<file path="src/rtl/servix_uart_monitor_if.sv">
// Decoded-byte stream and status of the UART monitor.
// The monitor drives through master; the consumer reads through slave.
interface servix_uart_monitor_if #(
  parameter int unsigned FIFO_DEPTH = 16
);
  localparam int unsigned LW = $clog2(FIFO_DEPTH) + 1;

  logic [7:0]    o_rdt;
  logic          o_vld;
  logic          i_rdy;
  logic [LW-1:0] o_level;
  logic          o_frame_err;
  logic          o_overflow;
  logic          i_clr;

  modport master (
    output o_rdt, o_vld, o_level, o_frame_err, o_overflow,
    input  i_rdy, i_clr
  );

  modport slave (
    input  o_rdt, o_vld, o_level, o_frame_err, o_overflow,
    output i_rdy, i_clr
  );
endinterface

</file>
<file path="src/rtl/servix_uart_monitor.sv">
// 8N1 UART receiver on the servant q line.
// It buffers decoded bytes in a first-word-fall-through FIFO with a valid/ready read side.
module servix_uart_monitor #(
  parameter int unsigned CLKS_PER_BIT = 139,
  parameter int unsigned FIFO_DEPTH   = 16
) (
  input  logic                         wb_clk,
  input  logic                         wb_rst_n,
  input  logic                         i_q,
  servix_uart_monitor_if.master        mon
);
  localparam int unsigned AW = $clog2(FIFO_DEPTH);
  localparam int unsigned LW = AW + 1;
  localparam int unsigned CW = $clog2(CLKS_PER_BIT);
  localparam logic [CW-1:0] HALF = CW'(CLKS_PER_BIT / 2);
  localparam logic [CW-1:0] LAST = CW'(CLKS_PER_BIT - 1);

  typedef enum logic [2:0] {IDLE, START, DATA, STOP, BRK} state_t;

  state_t state, state_nx;

  logic          q_m, q_s, q_p;
  logic [2:0]    primed;
  logic          fall;
  logic [CW-1:0] cnt;
  logic [2:0]    idx;
  logic [7:0]    sh;
  logic          frame_err;
  logic          overflow;

  logic cnt_clr, cnt_run, shift, idx_clr, push_req, ferr_set;

  // Edge detection waits until q_p holds a real line sample.
  // This keeps a line that is low when reset is released from looking like a start bit.
  always_ff @(posedge wb_clk or negedge wb_rst_n) begin
    if (!wb_rst_n) begin
      q_m    <= 1'b1;
      q_s    <= 1'b1;
      q_p    <= 1'b1;
      primed <= '0;
    end else begin
      q_m    <= i_q;
      q_s    <= q_m;
      q_p    <= q_s;
      primed <= {primed[1:0], 1'b1};
    end
  end

  assign fall = primed[2] & q_p & ~q_s;

  always_ff @(posedge wb_clk or negedge wb_rst_n) begin
    if (!wb_rst_n) state <= IDLE;
    else           state <= state_nx;
  end

  always_comb begin
    state_nx = state;
    unique case (state)
      IDLE:  if (fall) state_nx = START;
      START: if (cnt == HALF) state_nx = q_s ? IDLE : DATA;
      DATA:  if (cnt == LAST && idx == 3'd7) state_nx = STOP;
      STOP:  if (cnt == LAST) state_nx = q_s ? IDLE : BRK;
      BRK:   if (q_s) state_nx = IDLE;
      default: state_nx = IDLE;
    endcase
  end

  always_comb begin
    cnt_clr  = 1'b0;
    cnt_run  = 1'b0;
    shift    = 1'b0;
    idx_clr  = 1'b0;
    push_req = 1'b0;
    ferr_set = 1'b0;
    unique case (state)
      IDLE:  cnt_clr = fall;
      START: begin
        cnt_run = 1'b1;
        cnt_clr = (cnt == HALF) & ~q_s;
        idx_clr = (cnt == HALF) & ~q_s;
      end
      DATA: begin
        cnt_run = 1'b1;
        cnt_clr = (cnt == LAST);
        shift   = (cnt == LAST);
      end
      STOP: begin
        cnt_run  = 1'b1;
        push_req = (cnt == LAST) & q_s;
        ferr_set = (cnt == LAST) & ~q_s;
      end
      default: ;
    endcase
  end

  always_ff @(posedge wb_clk or negedge wb_rst_n) begin
    if (!wb_rst_n) begin
      cnt       <= '0;
      idx       <= '0;
      sh        <= '0;
      frame_err <= 1'b0;
    end else begin
      if (cnt_clr)      cnt <= '0;
      else if (cnt_run) cnt <= cnt + 1'b1;
      if (idx_clr)      idx <= '0;
      else if (shift)   idx <= idx + 1'b1;
      if (shift)        sh  <= {q_s, sh[7:1]};
      frame_err <= ferr_set;
    end
  end

  logic [7:0]    mem [FIFO_DEPTH];
  logic [LW-1:0] wp, rp;
  logic          empty, full, pop, push, drop;

  assign empty = (wp == rp);
  assign full  = (wp[AW-1:0] == rp[AW-1:0]) && (wp[AW] != rp[AW]);
  assign pop   = ~empty & mon.i_rdy;
  // A pop in the same cycle frees the slot the incoming byte needs.
  assign push  = push_req & (~full | pop);
  assign drop  = push_req & full & ~pop;

  always_ff @(posedge wb_clk) begin
    if (push) mem[wp[AW-1:0]] <= sh;
  end

  always_ff @(posedge wb_clk or negedge wb_rst_n) begin
    if (!wb_rst_n) begin
      wp       <= '0;
      rp       <= '0;
      overflow <= 1'b0;
    end else begin
      if (push) wp <= wp + 1'b1;
      if (pop)  rp <= rp + 1'b1;
      if (drop)           overflow <= 1'b1;
      else if (mon.i_clr) overflow <= 1'b0;
    end
  end

  assign mon.o_vld       = ~empty;
  assign mon.o_rdt       = empty ? '0 : mem[rp[AW-1:0]];
  assign mon.o_level     = wp - rp;
  assign mon.o_frame_err = frame_err;
  assign mon.o_overflow  = overflow;
endmodule

</file>
<file path="src/flat_wrapper.sv">
// flat-port wrapper written by rule: the top's interface ports become plain ports
module servix_uart_monitor_flat 
#(
  parameter int unsigned CLKS_PER_BIT = 139,
  parameter int unsigned FIFO_DEPTH   = 16
)
  (wb_clk, wb_rst_n, i_q, mon_o_rdt, mon_o_vld, mon_o_level, mon_o_frame_err, mon_o_overflow, mon_i_rdy, mon_i_clr);
  servix_uart_monitor_if #(.FIFO_DEPTH(FIFO_DEPTH)) mon_i ();
  input  logic wb_clk;
  input  logic wb_rst_n;
  input  logic i_q;
  output wire logic [$bits(mon_i.o_rdt)-1:0] mon_o_rdt;
  output wire logic [$bits(mon_i.o_vld)-1:0] mon_o_vld;
  output wire logic [$bits(mon_i.o_level)-1:0] mon_o_level;
  output wire logic [$bits(mon_i.o_frame_err)-1:0] mon_o_frame_err;
  output wire logic [$bits(mon_i.o_overflow)-1:0] mon_o_overflow;
  input wire logic [$bits(mon_i.i_rdy)-1:0] mon_i_rdy;
  input wire logic [$bits(mon_i.i_clr)-1:0] mon_i_clr;
  assign mon_o_rdt = mon_i.o_rdt;
  assign mon_o_vld = mon_i.o_vld;
  assign mon_o_level = mon_i.o_level;
  assign mon_o_frame_err = mon_i.o_frame_err;
  assign mon_o_overflow = mon_i.o_overflow;
  assign mon_i.i_rdy = mon_i_rdy;
  assign mon_i.i_clr = mon_i_clr;
  servix_uart_monitor #(.CLKS_PER_BIT(CLKS_PER_BIT), .FIFO_DEPTH(FIFO_DEPTH)) u_core (.wb_clk(wb_clk), .wb_rst_n(wb_rst_n), .i_q(i_q), .mon(mon_i));
endmodule
</file>
<file path="config.mk">
export PLATFORM = sky130hd
export DESIGN_NAME = servix_uart_monitor_flat
export DESIGN_NICKNAME = d
export VERILOG_FILES = /design/src/rtl/servix_uart_monitor_if.sv /design/src/rtl/servix_uart_monitor.sv /design/src/flat_wrapper.sv
export SDC_FILE = /design/constraint.sdc
export NUM_CORES = 1
export LEC_CHECK = 0
export ABC_AREA = 0
export CAP_MARGIN = 10
export CORE_UTILIZATION = 65
export DETAILED_ROUTE_END_ITERATION = 6
export PLACE_DENSITY = 0.93
export SLEW_MARGIN = 25
export SYNTH_ARGS = -nofsm -noshare
export SYNTH_HDL_FRONTEND = slang
export SYNTH_SLANG_ARGS = --single-unit
</file>
<file path="constraint.sdc">
create_clock -name wb_clk -period 7.8 [get_ports wb_clk]
set_input_delay 1.56 -clock wb_clk [delete_from_list [all_inputs] [get_ports wb_clk]]
set_output_delay 1.56 -clock wb_clk [all_outputs]
set_load 0.05 [all_outputs]
</file>
== Yosys cells after proc, flatten, opt, wreduce, memory -nomap -nowiden ==
Memories as Yosys holds them, arrays and structs flattened.
Cells that the tools add are included.

* Word-level logic and storage cells: 78
* Input bits: 5
* Output and inout port bits: 16
* RAM bits: 128
* Memories: 1
* Bits in registers: 40

* Equality and inequality tests: 15
* Multiplexer cells: 23
* Reductions and logical operators: 8
* Bitwise gates (word level): 14
* Add/sub/neg operators: 5

{| class="wikitable"
|+ Memories
! name !! words !! bits a word !! rd ports !! clocked after Yosys merged registers in !! write ports !! line !! RTL
|-
| u_core.mem || 16 || 8 || 1 || 0 || 1 || servix_uart_monitor.sv:112 || <nowiki>logic [7:0] mem [FIFO_DEPTH];</nowiki>
|}

{| class="wikitable"
|+ Operators by type and width
! operator !! count
|-
| two-way mux 3 bit || 8
|-
| two-way mux 8 bit || 3
|-
| case mux 3 bit (5 select lines) || 1
|-
| adder 5 x 1 -> 5 bit, second input constant || 2
|-
| != test 2 x 1 -> 1 bit, second input constant || 5
|-
| AND 1 bit || 9
|-
| two-way mux 1 bit || 9
|-
| adder 8 x 1 -> 8 bit, second input constant || 1
|-
| equality test 8 x 7 -> 1 bit, second input constant || 1
|-
| equality test 8 bit, second input constant || 1
|-
| equality test 3 x 2 -> 1 bit, second input constant || 2
|-
| equality test 3 bit, second input constant || 2
|-
| nonzero test 2 bit || 3
|-
| equality test 5 bit || 1
|-
| AND reduction 5 bit || 1
|-
| subtractor 5 bit || 1
|-
| equality test 4 bit || 1
|-
| inverter 1 bit || 4
|-
| adder 3 x 1 -> 3 bit, second input constant || 1
|-
| equality test 3 x 1 -> 1 bit, second input constant || 1
|-
| zero test 3 bit || 1
|-
| case mux 1 bit (3 select lines) || 1
|-
| OR reduction 3 bit || 1
|-
| logical AND 1 bit || 2
|-
| other kinds (3) || 3
|}

== Longest topological paths before layout ==
Gate-level depths: netlist of run 1.

* Word-level depth: 7
* Mapped depth: 9
* Gate-level depth less buffers: 7

== Least setup slack after synthesis of run 1 ==
No wires, ideal clock.

* Path kind: register -> output
* From: reg u_core.rp[1]
* To: out mon_o_rdt[0]
* Slack: 3.302 ns
* Data required time: 6.240 ns
* Path buffers: 2
* Arrival: 2.938 ns
* Stages on the path, launching flop included: 9
* Path through: dfrtp_1 > buf_2 > buf_1 > inv_1 > ha_1 > and4_1 > nand2_1 > nand2_1 > o22ai_1

* Cells in the longest elaborated chain, start to end: 2
* Elaborated cells on any way between the ends: 3
* Classes of those cells: 1 x eq/ne; 1 x mux; 1 x memory

{| class="wikitable"
|+ Ends and longest elaborated chain
! element !! line !! RTL
|-
| start: declaration || servix_uart_monitor.sv:113 || <nowiki>logic [LW-1:0] wp, rp;</nowiki>
|-
| start signal: assignment || servix_uart_monitor.sv:134 || <nowiki>if (pop) rp <= rp + 1'b1;</nowiki>
|-
| memory read (16 x 8 bit) or equality test 5 bit (tied branches) || - ||
|-
| two-way mux 8 bit * || servix_uart_monitor.sv:141 || <nowiki>assign mon.o_rdt = empty ? '0 : mem[rp[AW-1:0]];</nowiki>
|-
| end: declaration || flat_wrapper.sv:12 || <nowiki>output wire logic [$bits(mon_i.o_rdt)-1:0] mon_o_rdt;</nowiki>
|}

Every way passes the cells marked *; elsewhere a longest branch is shown, timed or not.

== Final worst setup path of run 1 ==
* From: reg u_core.rp[0]
* To: out mon_o_rdt[6]

The elaborated chain is that of the path after synthesis.

==> results of run 1 <==
[area by class of cell]
cell class                      count  area share [%]
Timing Repair Buffer               23            2.76
Sequential cell                   168            61.5
Clock buffer                       17            5.25
Clock inverter                     15            1.54
Multi-Input combinational cell    205            26.1
Tap cell                          136            2.16
Inverter                           15           0.714
[critical path, stage by stage, from the launching register on]
cell	delay [ns]
dfrtp_2	0.34
buf_4	0.55
ha_1	0.38
and4_1	0.23
nand2_1	0.13
nand2_1	0.25
o22ai_1	0.31
clkdlybuf4s50_1	0.86
[power groups by stage]
stage | Combinational, mW | Clock, mW | Sequential [mW]
final | 0.635 | 0.753 | 1.03
after global placement | 0.613 | 0 | 1.04
after CTS | 0.639 | 0.757 | 1.02
after floorplan | 0.483 | 0 | 1.03
after detailed placement | 0.627 | 0 | 1.04
after global routing | 0.677 | 0.789 | 1.03
[routing by layer]
metal	up-vias	global-route usage, %	part of all wire, %
met4	0	10.2	1.7
li1	1642	-	-
met5	-	0	0
met3	26	7.17	7.3
met1	2017	38.2	38
met2	201	47.0	53
[per-stage QoR]
| stage | hold slack, ns | cell area (um^2) |
|---|---|---|
| floorplan | 0.331 | 7040 |
| global placement | 0.334 | 7350 |
| detailed placement | 0.346 | 7350 |
| CTS | 0.361 | 7880 |
| global route | 0.366 | 7880 |
| finish | 0.359 | 7880 |
[final timing paths]
path,from,to,slack [ns],cells after the start
max reg2reg,u_core.rp[0]$_DFFE_PN0P_,u_core.mem[7][6]$_DFFE_PP_,4.81,6
min,u_core.primed[1]$_DFF_PN0_,u_core.primed[2]$_DFF_PN0_,0.36,0
max in group asynchronous,wb_rst_n,u_core.rp[0]$_DFFE_PN0P_,6.05,1
min in group asynchronous,wb_rst_n,u_core.cnt[6]$_DFFE_PN0P_,1.14,1
min reg2reg,u_core.primed[1]$_DFF_PN0_,u_core.primed[2]$_DFF_PN0_,0.36,0
max,u_core.rp[0]$_DFFE_PN0P_,mon_o_rdt[6],2.66,7
[synth_stat cells, types with 2 or more instances]
cell | number | area share (%)
a21oi_1 | 4 | 0.28
and2_1 | 3 | 0.27
and3_1 | 13 | 1.2
and3_2 | 5 | 0.53
and4bb_2 | 3 | 0.53
buf_2 | 8 | 0.57
buf_4 | 2 | 0.21
clkbuf_1 | 2 | 0.11
dfrtp_1 | 37 | 13
dfstp_2 | 3 | 1.1
edfxtp_1 | 128 | 55
ha_1 | 14 | 2.5
inv_1 | 14 | 0.75
mux2_2 | 8 | 1.3
mux2i_1 | 22 | 3.1
mux4_2 | 32 | 10
nand2_1 | 20 | 1.1
nand3_1 | 7 | 0.50
nand4_1 | 7 | 0.62
nand4b_1 | 2 | 0.25
nor2_1 | 8 | 0.43
nor2b_1 | 4 | 0.36
o21ai_0 | 6 | 0.43
o22ai_1 | 9 | 0.80
o311ai_0 | 2 | 0.25
xnor2_1 | 11 | 1.4
xor2_1 | 2 | 0.25
[registers in the layout, summed over array words and instances, names as in the netlist]
signal	cells
u_core.rp	5
u_core.mon.o_overflow	1
u_core.mem	128
u_core.wp	5
u_core.primed	3
u_core.q_s	1
u_core.cnt	8
u_core.q_m	1
u_core.sh	8
u_core.state	3
u_core.mon.o_frame_err	1
u_core.q_p	1
u_core.idx	3
[kinds of logic after synthesis]
family          Yosys count
flops                   168
fa+ha+maj                15
buf+inv                  29
other cells               1
compound gates           30
mux                      63
simple gates             83
xor+xnor                 13
==> flow_summary.toml, run 1 <==
[outcome]
run_status = "finished clean"

[yosys]
synth_compound_area_share_pct = 2.79
async_reset_ff_share_pct = 23.8
ys_types = 53
yosys_most_used_dff = "edfxtp_1"
synth-edff-count = 128
synth_top_family_by_area = "multiplexers"
synth_xor_area_share_pct = 1.62
syn_nets = 422
synth.avg_cell_area_um2 = 17.5
synth_simple_gate_area_share_pct = 7.09
netlist_area_um2 = 7040
synth_mux_area_share_pct = 14.9
ys_seq_area_share_pct = 68.9
yosysWarnings = 0
synthCells = 402
synth_seq_cells = 168
synth_fa_ha_area_share_pct = 2.77

[clock_network]
cts_max_level = 4
cts.path.max_buffers = 2
cts_buffers = 17
cts_resized = 0
clk_pin_slew_ns = 0.07
cts_sinks = 168
cts_setup_buffers = 0
hold_buffers = 0
clk_latency_ns = 0.54
cts_tree = "yes"
clockRootBuffer = "clkbuf_8"

[timing]
clock.fmax_mhz = 195
finalCritPeriodShare_pct = 65.9
fin_skew_ns = 0.0113
max_slew.worst_pin.slew_ns = 0.877
period_needed_ns = 5.14
slew-limit-headroom_pct = 41.5
finalHoldViolCount = 0
fin_setup_tns_ns = 0
slew_violations = 0
finalSetupViolations = 0
rsz0062_at_grt = "false"
fin_ws_ns = 2.66

[finish]
fin_nets = 450
final_cell_mix = "128 x edfxtp_1, 36 x dfrtp_1, 32 x mux4_2"
ff_latch_area_um2 = 4850
final_cell_count_no_fill = 579
multi_input_area_um2 = 2050
diodes = 0
layout_commonest_cell = "edfxtp_1"
fill_cells = 562
area.growth.synth_to_final_pct = 12.0
fin_util_pct = 75.7
drive_gt1_share_pct = 21.9

[routing]
drtIter0Drc = 376
dr.pass1.iters = 5
via_per_inst = 6.71
drc = 0
routed-via-count = 3886
routedWlPerCell_um = 25.1
drt_wl_total_um = 14500
ant_nets = 0

[pwr]
peakVddDrop_mv = 0.339
powerDensity_nw_per_um2 = 306
p_total_mw = 2.41
switchingPower_uw = 787
p_sw_share_pct = 32.6
p_clk_share_pct = 31.2
power.share.sequential_pct = 42.5
p_leak_nw = 3.12
p_int_mw = 1.63
power_frac_comb_pct = 26.3

[global_routing]
grt_antenna_before_repair = 0
grtUsageTotal_pct = 28.8
grt_pass1_vias = 3964
grt-ovfl-total = 0
grt_pass1_wl_um = 22700
grt_max_degree = 41

[worst_setup_path]
worstSetupEndpointType = "primary output"
cp_max_fo = 36
crit_arrival_ns = 3.58
required_ns = 6.24
path_class = "reg2out"
critPathLaunchType = "flop"

[floorplan]
core_region_area_um2 = 10400
row_count = 37
ios = 21
initial_core_util_pct = 67.6
die_w_um = 106
fp.dieH_um = 106
die_area_um2 = 11200

[placed_design]
io_buffer_count = 20
gp_congestion = 0.931
dp_hpwl_um = 8780
place_ws_ns = 3.25
dpl.cell_count = 547

[job]
maxCapViolCount = 0

[worst_hold_path]
hold_class = "reg2reg"
Note: power is estimated with default switching activity, not from simulation.
==> inputs of run 2 (changes only) <==
--- a/config.mk
+++ b/config.mk
@@ -7,9 +7,9 @@
 export LEC_CHECK = 0
 export ABC_AREA = 0
 export CAP_MARGIN = 10
-export CORE_UTILIZATION = 65
+export CORE_UTILIZATION = 55
 export DETAILED_ROUTE_END_ITERATION = 6
-export PLACE_DENSITY = 0.93
+export PLACE_DENSITY = 0.84
 export SLEW_MARGIN = 25
 export SYNTH_ARGS = -nofsm -noshare
 export SYNTH_HDL_FRONTEND = slang
==> constraint.sdc (replaced) <==
create_clock -name wb_clk -period 4.2 [get_ports wb_clk]
set_input_delay 0.84 -clock wb_clk [delete_from_list [all_inputs] [get_ports wb_clk]]
set_output_delay 0.84 -clock wb_clk [all_outputs]
set_load 0.05 [all_outputs]
==> run 2 against run 1 <==
Global-route usage shrank 5.8 points. Clock skew shrank 0.0046 ns. Largest power group unchanged. Critical path type unchanged. First-iteration DRC count shrank 22%. Via count shrank 3.9%. Die area grew 18%.
==> flow_summary.toml, run 2 (synthesis results as in run 1) <==
[clock_network]
cts_resized = 0
clk_pin_slew_ns = 0.07
cts.path.max_buffers = 2
cts_setup_buffers = 0
hold_buffers = 0
cts_max_level = 4
clk_latency_ns = 0.43
clockRootBuffer = "clkbuf_16"
cts_buffers = 17
cts_tree = "yes"
cts_sinks = 168

[worst_setup_path]
crit_arrival_ns = 2.80
path_cells = "inv_1 > ha_1 > fa_1 > inv_1 > a21o_2 > a21oi_1 > xnor2_1 > clkdlybuf4s50_1"
critPathLaunchType = "flop"
worstSetupEndpointType = "primary output"
critPathMaxStageDelay_ns = 0.82
crit_family = "buffers and inverters"
path_class = "reg2out"
crit_top_cell = "inv_1"
r2r_slack_ns = 1.66
r2r_cells = 6
r2r-end = "u_core.mem[7][7]$_DFFE_PP_"
path_buf_inv = 3
timing.rr.start = "u_core.rp[1]$_DFFE_PN0P_"
crit_slowest_cell = "clkdlybuf4s50_1"
required_ns = 3.36
cp_max_fo = 4

[timing]
clock.fmax_mhz = 275
slew-limit-headroom_pct = 43.5
finalHoldViolCount = 0
fin_setup_tns_ns = 0
max_slew.worst_pin.slew_ns = 0.840
fin_skew_ns = 0.00669
rsz0062_at_grt = "false"
period_needed_ns = 3.64
finalSetupViolations = 0
slew_violations = 0
finalCritPeriodShare_pct = 86.6
fin_ws_ns = 0.562

[routing]
drc = 0
via_per_inst = 6.10
drtIter0Drc = 294
dr.pass1.iters = 4
ant_nets = 0
routed-via-count = 3734
drt_wl_total_um = 13500
routedWlPerCell_um = 22.1

[global_routing]
grtUsageTotal_pct = 23.0
grt_pass1_vias = 3880
grt_antenna_before_repair = 0
grt_max_degree = 41
grt_pass1_wl_um = 21600
grt-ovfl-total = 0

[pwr]
p_sw_share_pct = 30.4
powerDensity_nw_per_um2 = 589
p_total_mw = 4.77
power.share.sequential_pct = 40.0
power_frac_comb_pct = 26.2
p_int_mw = 3.32
switchingPower_mw = 1.45
p_clk_share_pct = 33.8
peakVddDrop_mv = 0.819
p_leak_nw = 3.21

[worst_hold_path]
hold_end = "u_core.q_s$_DFF_PN1_"
min_path_cells = 0
hp-start = "u_core.q_m$_DFF_PN1_"
hold_class = "reg2reg"

[finish]
final_cell_mix = "128 x edfxtp_1, 36 x dfrtp_1, 32 x mux4_2"
fill_cells = 807
layout_commonest_cell = "edfxtp_1"
fin_nets = 451
multi_input_area_um2 = 2050
drive_gt1_share_pct = 24.1
largest_reg_flops = 128
ff_latch_area_um2 = 4850
diodes = 0
area.growth.synth_to_final_pct = 15.1

[floorplan]
die_area_um2 = 13300
ios = 21
fp.dieH_um = 115
initial_core_util_pct = 57.4
die_w_um = 115
row_count = 40
core_region_area_um2 = 12300

[placed_design]
dp_hpwl_um = 8390
place_ws_ns = 1.03
io_buffer_count = 20
gp_congestion = 0.807

[job]
maxCapViolCount = 0

[outcome]
run_status = "finished clean"
[run 2: cell types whose count changed in the layout (fill, tap and decap cells not counted), sizes merged]
| cell | before | now |
|---|---|---|
| clkinvlp | 5 | 6 |
| clkdlybuf4s50 | 19 | 10 |
| buf | 4 | 14 |
| inv | 19 | 17 |
| bufinv | 0 | 3 |
| clkinv | 6 | 2 |
| clkbuf | 17 | 19 |
[run 2: power groups by stage]
| stage | Combinational (mW) | Clock, mW | Sequential [mW] |
|---|---|---|---|
| final | 1.25 | 1.61 | 1.91 |
| after global routing | 1.33 | 1.69 | 1.92 |
| after CTS | 1.26 | 1.62 | 1.91 |
| after detailed placement | 1.25 | 0 | 1.94 |
| after global placement | 1.24 | 0 | 1.94 |
| after floorplan | 0.896 | 0 | 1.91 |
[run 2: cell type report]
cell class	count	share of cell area [%]
Clock buffer	19	5.59
Inverter	15	0.695
Clock inverter	13	2.10
Multi-Input combinational cell	205	25.4
Tap cell	168	2.60
Timing Repair Buffer	24	3.77
Sequential cell	168	59.9
[run 2: layer usage]
metal	vias up	global-route usage, %	part of all wire [%]
li1	1639	-	-
met1	1927	30.9	42
met2	141	36.5	50
met3	27	5.38	6.4
met4	0	10.1	2.5
met5	-	0	0
[run 2: metrics by stage]
step                      cell area, um^2  cells  util [%]  hold WS [ns]
final                                8100    612      66.1         0.358
after global routing                 8100    612      66.1         0.360
after global placement               7470    580      60.9         0.341
after detailed placement             7470    580      60.9         0.341
after floorplan                      7040    402         -         0.331
after CTS                            8100    612      66.0         0.358
[run 2: worst max-delay path by stage]
| stage | startpoint | end | slack, ns | cells past startpoint |
|---|---|---|---|---|
| 3_5_place_dp | u_core.wp[0]$_DFFE_PN0P_ | mon_o_level[4] | 1.03 | 8 |
| 3_3_place_gp | u_core.wp[0]$_DFFE_PN0P_ | mon_o_level[4] | 1.08 | 8 |
| 5_1_grt | u_core.wp[0]$_DFFE_PN0P_ | mon_o_level[4] | 0.40 | 8 |
| 6_report | u_core.wp[0]$_DFFE_PN0P_ | mon_o_level[4] | 0.56 | 8 |
| 4_1_cts | u_core.wp[0]$_DFFE_PN0P_ | mon_o_level[4] | 0.55 | 8 |
| 2_1_floorplan | u_core.rp[1]$_DFFE_PN0P_ | mon_o_rdt[0] | 0.42 | 8 |
